File: config.mk
export PLATFORM = sky130hd
export DESIGN_NAME = avalon_copy_master
export DESIGN_NICKNAME = d
export VERILOG_FILES = /design/src/rtl/avalon_copy_pkg.sv /design/src/rtl/avalon_copy_master.sv
export SDC_FILE = /design/constraint.sdc
export NUM_CORES = 1
export LEC_CHECK = 0
export CAP_MARGIN = 20
export CORE_MARGIN = 3
export CORE_UTILIZATION = 35
export CTS_CLUSTER_DIAMETER = 80
export DETAILED_ROUTE_END_ITERATION = 6
export GPL_ROUTABILITY_DRIVEN = 0
export PLACE_DENSITY_LB_ADDON = 0.05
export SYNTH_ARGS = -nofsm -noshare
export SYNTH_HDL_FRONTEND = slang
export SYNTH_SLANG_ARGS = --single-unit
export TNS_END_PERCENT = 50
File: constraint.sdc
create_clock -name clock -period 2.85 [get_ports clock]
set_input_delay 0.285 -clock clock [delete_from_list [all_inputs] [get_ports clock]]
set_output_delay 0.285 -clock clock [all_outputs]
set_load 0.03 [all_outputs]
File: src/rtl/avalon_copy_pkg.sv
// Shared types for the Avalon-MM copy master: FSM state encoding and the RAM word layout.
package avalon_copy_pkg;

    typedef enum logic [2:0] {
        StIdle,
        StRead,
        StWait,
        StWrite,
        StDone
    } state_e;

    localparam int unsigned DefByteWidth    = 8;
    localparam int unsigned DefBytesPerWord = 4;

    typedef logic [DefBytesPerWord-1:0][DefByteWidth-1:0] word_t;

endpackage

File: src/rtl/avalon_copy_master.sv
// Avalon-MM initiator copying a block of words one at a time: read, wait fixed latency, write.
// Optional fill mode (constant pattern, no reads) is enabled by AVALON_COPY_MASTER_FILL_EN.
module avalon_copy_master
    import avalon_copy_pkg::*;
#(
    parameter int unsigned ADDRESS_WIDTH  = 12,
    parameter int unsigned BYTE_WIDTH     = 8,
    parameter int unsigned BYTES_PER_WORD = 4,
    parameter int unsigned READ_LATENCY   = 1
) (
    input  logic                                   clock,
    input  logic                                   reset,
    input  logic                                   start,
    input  logic [ADDRESS_WIDTH-1:0]               src_address,
    input  logic [ADDRESS_WIDTH-1:0]               dst_address,
    input  logic [ADDRESS_WIDTH:0]                 length,
    output logic                                   busy,
    output logic                                   done,
    output logic [ADDRESS_WIDTH-1:0]               avm_address,
    output logic [BYTES_PER_WORD-1:0]              avm_byteenable,
    output logic                                   avm_read,
    input  logic [BYTES_PER_WORD*BYTE_WIDTH-1:0]   avm_readdata,
    output logic                                   avm_write,
    output logic [BYTES_PER_WORD*BYTE_WIDTH-1:0]   avm_writedata,
`ifdef AVALON_COPY_MASTER_FILL_EN
    input  logic                                   fill_mode,
    input  logic [BYTES_PER_WORD*BYTE_WIDTH-1:0]   fill_pattern,
`endif
    input  logic                                   avm_waitrequest
);

    localparam int unsigned LatW = (READ_LATENCY > 1) ? $clog2(READ_LATENCY + 1) : 1;
    localparam logic [ADDRESS_WIDTH:0] CountOne = 1;

    typedef logic [BYTES_PER_WORD-1:0][BYTE_WIDTH-1:0] data_t;

    state_e                   state;
    logic [ADDRESS_WIDTH-1:0] src_q;
    logic [ADDRESS_WIDTH-1:0] dst_q;
    logic [ADDRESS_WIDTH:0]   count_q;
    logic [LatW-1:0]          lat_q;
    data_t                    data_q;
    logic                     fill_q;

    logic  start_fill;
    data_t start_pattern;

`ifdef AVALON_COPY_MASTER_FILL_EN
    assign start_fill    = fill_mode;
    assign start_pattern = fill_pattern;
`else
    assign start_fill    = 1'b0;
    assign start_pattern = '0;
`endif

    assign avm_byteenable = '1;
    assign avm_writedata  = data_q;

    // Outputs are registered alongside the state so each is a clean flop decode.
    always_ff @(posedge clock) begin
        if (reset) begin
            state       <= StIdle;
            busy        <= 1'b0;
            done        <= 1'b0;
            avm_read    <= 1'b0;
            avm_write   <= 1'b0;
            avm_address <= '0;
            data_q      <= '0;
            src_q       <= '0;
            dst_q       <= '0;
            count_q     <= '0;
            lat_q       <= '0;
            fill_q      <= 1'b0;
        end else begin
            unique case (state)
                StIdle: begin
                    if (start) begin
                        src_q   <= src_address;
                        dst_q   <= dst_address;
                        count_q <= length;
                        fill_q  <= start_fill;
                        if (length == '0) begin
                            state <= StDone;
                            done  <= 1'b1;
                        end else if (start_fill) begin
                            state       <= StWrite;
                            busy        <= 1'b1;
                            avm_write   <= 1'b1;
                            avm_address <= dst_address;
                            data_q      <= start_pattern;
                        end else begin
                            state       <= StRead;
                            busy        <= 1'b1;
                            avm_read    <= 1'b1;
                            avm_address <= src_address;
                        end
                    end
                end
                StRead: begin
                    if (!avm_waitrequest) begin
                        avm_read <= 1'b0;
                        lat_q    <= LatW'(READ_LATENCY);
                        state    <= StWait;
                    end
                end
                StWait: begin
                    if (lat_q == LatW'(1)) begin
                        data_q      <= avm_readdata;
                        avm_write   <= 1'b1;
                        avm_address <= dst_q;
                        state       <= StWrite;
                    end else begin
                        lat_q <= lat_q - LatW'(1);
                    end
                end
                StWrite: begin
                    if (!avm_waitrequest) begin
                        src_q   <= src_q + 1'b1;
                        dst_q   <= dst_q + 1'b1;
                        count_q <= count_q - CountOne;
                        if (count_q == CountOne) begin
                            avm_write <= 1'b0;
                            busy      <= 1'b0;
                            done      <= 1'b1;
                            state     <= StDone;
                        end else if (fill_q) begin
                            // Fill keeps the write asserted and just steps the address.
                            avm_address <= dst_q + 1'b1;
                        end else begin
                            avm_write   <= 1'b0;
                            avm_read    <= 1'b1;
                            avm_address <= src_q + 1'b1;
                            state       <= StRead;
                        end
                    end
                end
                StDone: begin
                    done  <= 1'b0;
                    state <= StIdle;
                end
                default: state <= StIdle;
            endcase
        end
    end

endmodule

==> reports/qor.csv <==
metric;value;unit
# IOs;125;
share of cells above drive strength 1;5.60;%
dpl hpwl;9160;um
CTS root buffer;clkbuf_16;
Lkg Pwr;2.13;nW
critical path class;register to register;
Starting DRT DRC Count;284;
Tcrit/Tclk final;79.6;%
worst skew pair latency;0.35;ns
post-route setup slack;0.582;ns
final hold viol count;0;
total global-route track usage;18.7;%
worst setup slack after placement;0.406;ns
TritonCTS clock tree;done;
number of global-route vias before repair;4401;
Syn Area/Cell;7.57;um2
#FFs+latches synth;89;
crit-path max cell delay;0.44;ns
Least-Margin Pin Slew;0.676;ns
WP data required;3.13;ns
RSZ-0062 raised after global routing;false;
largest net degree at the start of global routing;71;
ANT cells;0;
outcome;complete, no violations;
total CTS buffers;9;
maximum root-to-sink buffer count;2;
Peak VDD IR;0.224;mV
Final min period;2.27;ns
Routed WL;13300;um
Via density;5.29;
top_reg_cell synth;dfxtp_1;
row count;40;
FMAX;441;MHz
Seq/Total Area, Yosys;39.4;%
CP cell instances;buf_4 > or3b_1 > a21o_1 > or3_1 > o31a_1 > a31oi_1;
WP buf/inv;1;
# hold bufs at CTS;0;
Overall Power;3.43;mW
Netlist cell types;58;
first-pass GRT wire length;22100;um
Async S/R FF share, synth;0;%
Wirelength per Cell;15.4;um
critical path's top delay family;simple AND/OR/NAND/NOR gates;
number of remaining DRC errors;0;
H-Tree Depth;3;
global route total overflow;0;
Sinks on Clock Net;89;
Syn Inst Count;598;
Post-CTS Setup Inserts;0;
Initial Util;36.8;%
Max Cap Viol;0;
clock skew;0.00607;ns
max-slew violation count;0;
hold_ws;0.355;ns
EDFF count, synth;0;
Synth Cell Area;4530;um2
PwrDens;558;nW/um2
Vias;4574;
largest fanout on the critical path;16;
Routed Antenna Nets;0;
slowest CP cell;dfxtp_1;
Hold Path Class;input pin to register;
die height;120;um
Critical Path AT;2.55;ns
PostCTS Resize Cnt;0;
CP startpoint kind;register;
Die Wd;120;um
drt pass-1 iters;4;
core box area;12300;um2
port buffer count;120;
fin nets;769;
Die ar.;14300;um2
YS warnings;0;
relative slew slack;54.9;%
Worst setup EP type;register;
total negative slack;0;ns
Final setup viols;0;
Reg clk slew, reported paths;0.06;ns
Area Growth Syn to Fin;35.9;%
initial antenna violation count;0;
-- cells by family (layout without fill, tap and decap cells) --
kind of cell	after synthesis	count (layout)	synth area share, %
mux	3	3	0.663
simple gates	247	247	25.5
other cells	1	4	0.0828
fa+ha+maj	4	4	1.11
compound gates	182	182	25.4
buf+inv	62	158	5.89
flops	89	89	39.4
xor+xnor	10	10	1.93
-- registers in the layout, summed over array words and instances, names as in the netlist --
name / count
done: 1
busy: 1
src_q: 12
dst_q: 12
avm_address: 12
lat_q: 1
count_q: 13
avm_writedata: 32
avm_read: 1
avm_write: 1
state: 3
-- report_power, final --
group | total, mW | internal [mW] | leakage (nW) | switching, mW
clock | 1.23 | 0.703 | 0.133 | 0.522
sequential | 1.44 | 1.34 | 0.727 | 0.103
combinational | 0.762 | 0.349 | 1.27 | 0.414
-- cell usage after synthesis (all sizes together), types with 5 or more instances --
library cell | count | area (um2)
a211oi | 21 | 163
a21oi | 68 | 340
a221oi | 8 | 76.3
a22o | 5 | 43.8
a22oi | 9 | 67.6
a31oi | 7 | 43.8
and3 | 7 | 43.8
buf | 14 | 85.1
clkbuf | 40 | 151
dfxtp | 89 | 1780
inv | 8 | 30.0
nand2 | 109 | 409
nand2b | 5 | 31.3
nand3 | 12 | 60.1
nand3b | 6 | 45.0
nand4 | 8 | 56.3
nor2 | 54 | 210
nor3 | 15 | 75.1
nor3b | 5 | 37.5
nor4 | 5 | 31.3
o21ai | 33 | 165
o31ai | 7 | 52.6
or3 | 6 | 37.5
xnor2 | 7 | 61.3
-- worst register-to-register path: cells and delay by family, from the launching register on --
family,cells,cell delay (ns)
DFF,1,0.44
buffers and inverters,1,0.26
and+or+nand+nor,2,0.78
AOI/OAI and AO/OA,3,0.72
-- cell type report --
| type | instances | area, um2 |
|---|---|---|
| repair buffers | 134 | 1330 |
| clock buffers | 10 | 239 |
| flip-flops and latches | 89 | 1780 |
| clock inverters | 6 | 67.6 |
| well taps | 168 | 210 |
| fillers | 1236 | 6160 |
| inverters | 8 | 30.0 |
| multi-input cells | 450 | 2500 |
-- final timing paths --
path	from	end	slack [ns]	cells after the start
hold reg to reg	avm_writedata[28]$_SDFFE_PP0P_	avm_writedata[28]$_SDFFE_PP0P_	0.45	2
setup / recovery	state[0]$_SDFFE_PP0P_	dst_q[11]$_SDFFE_PP0P_	0.58	6
hold / removal	reset	avm_writedata[22]$_SDFFE_PP0P_	0.36	2
setup reg to reg	state[0]$_SDFFE_PP0P_	dst_q[11]$_SDFFE_PP0P_	0.58	6
-- metal layers --
metal  global-route usage, %  vias to the layer above  routed length [um]
met2                    30.8                       97                6300
li1                        -                     2326                   -
met3                    2.87                       16                 521
met1                    24.7                     2135                6240
met5                       0                        -                   0
met4                    7.30                        0                 233
-- metrics by stage --
stage | cells | area, um2 | util, %
2_1_floorplan | 601 | 4540 | -
3_3_place_gp | 849 | 5850 | 47.5
3_5_place_dp | 849 | 5850 | 47.5
4_1_cts | 865 | 6150 | 50.0
5_1_grt | 865 | 6150 | 50.0
6_report | 865 | 6150 | 50.0
-- layout by cell type (no fill, tap or decap), types with 6 or more instances in the layout --
cell	count
or3_1	6
o31ai_1	7
buf_4	12
clkbuf_16	9
a221oi_1	7
clkdlybuf4s50_1	119
and3_1	7
a22oi_1	9
inv_1	8
nand4_1	7
a211oi_1	20
nand3b_1	6
nand3_1	12
o21ai_0	33
dfxtp_1	89
nand2_1	109
xnor2_1	7
a31oi_1	7
a21oi_1	67
nor2_1	53
nor3_1	15
(Power assumes the default switching activity.)
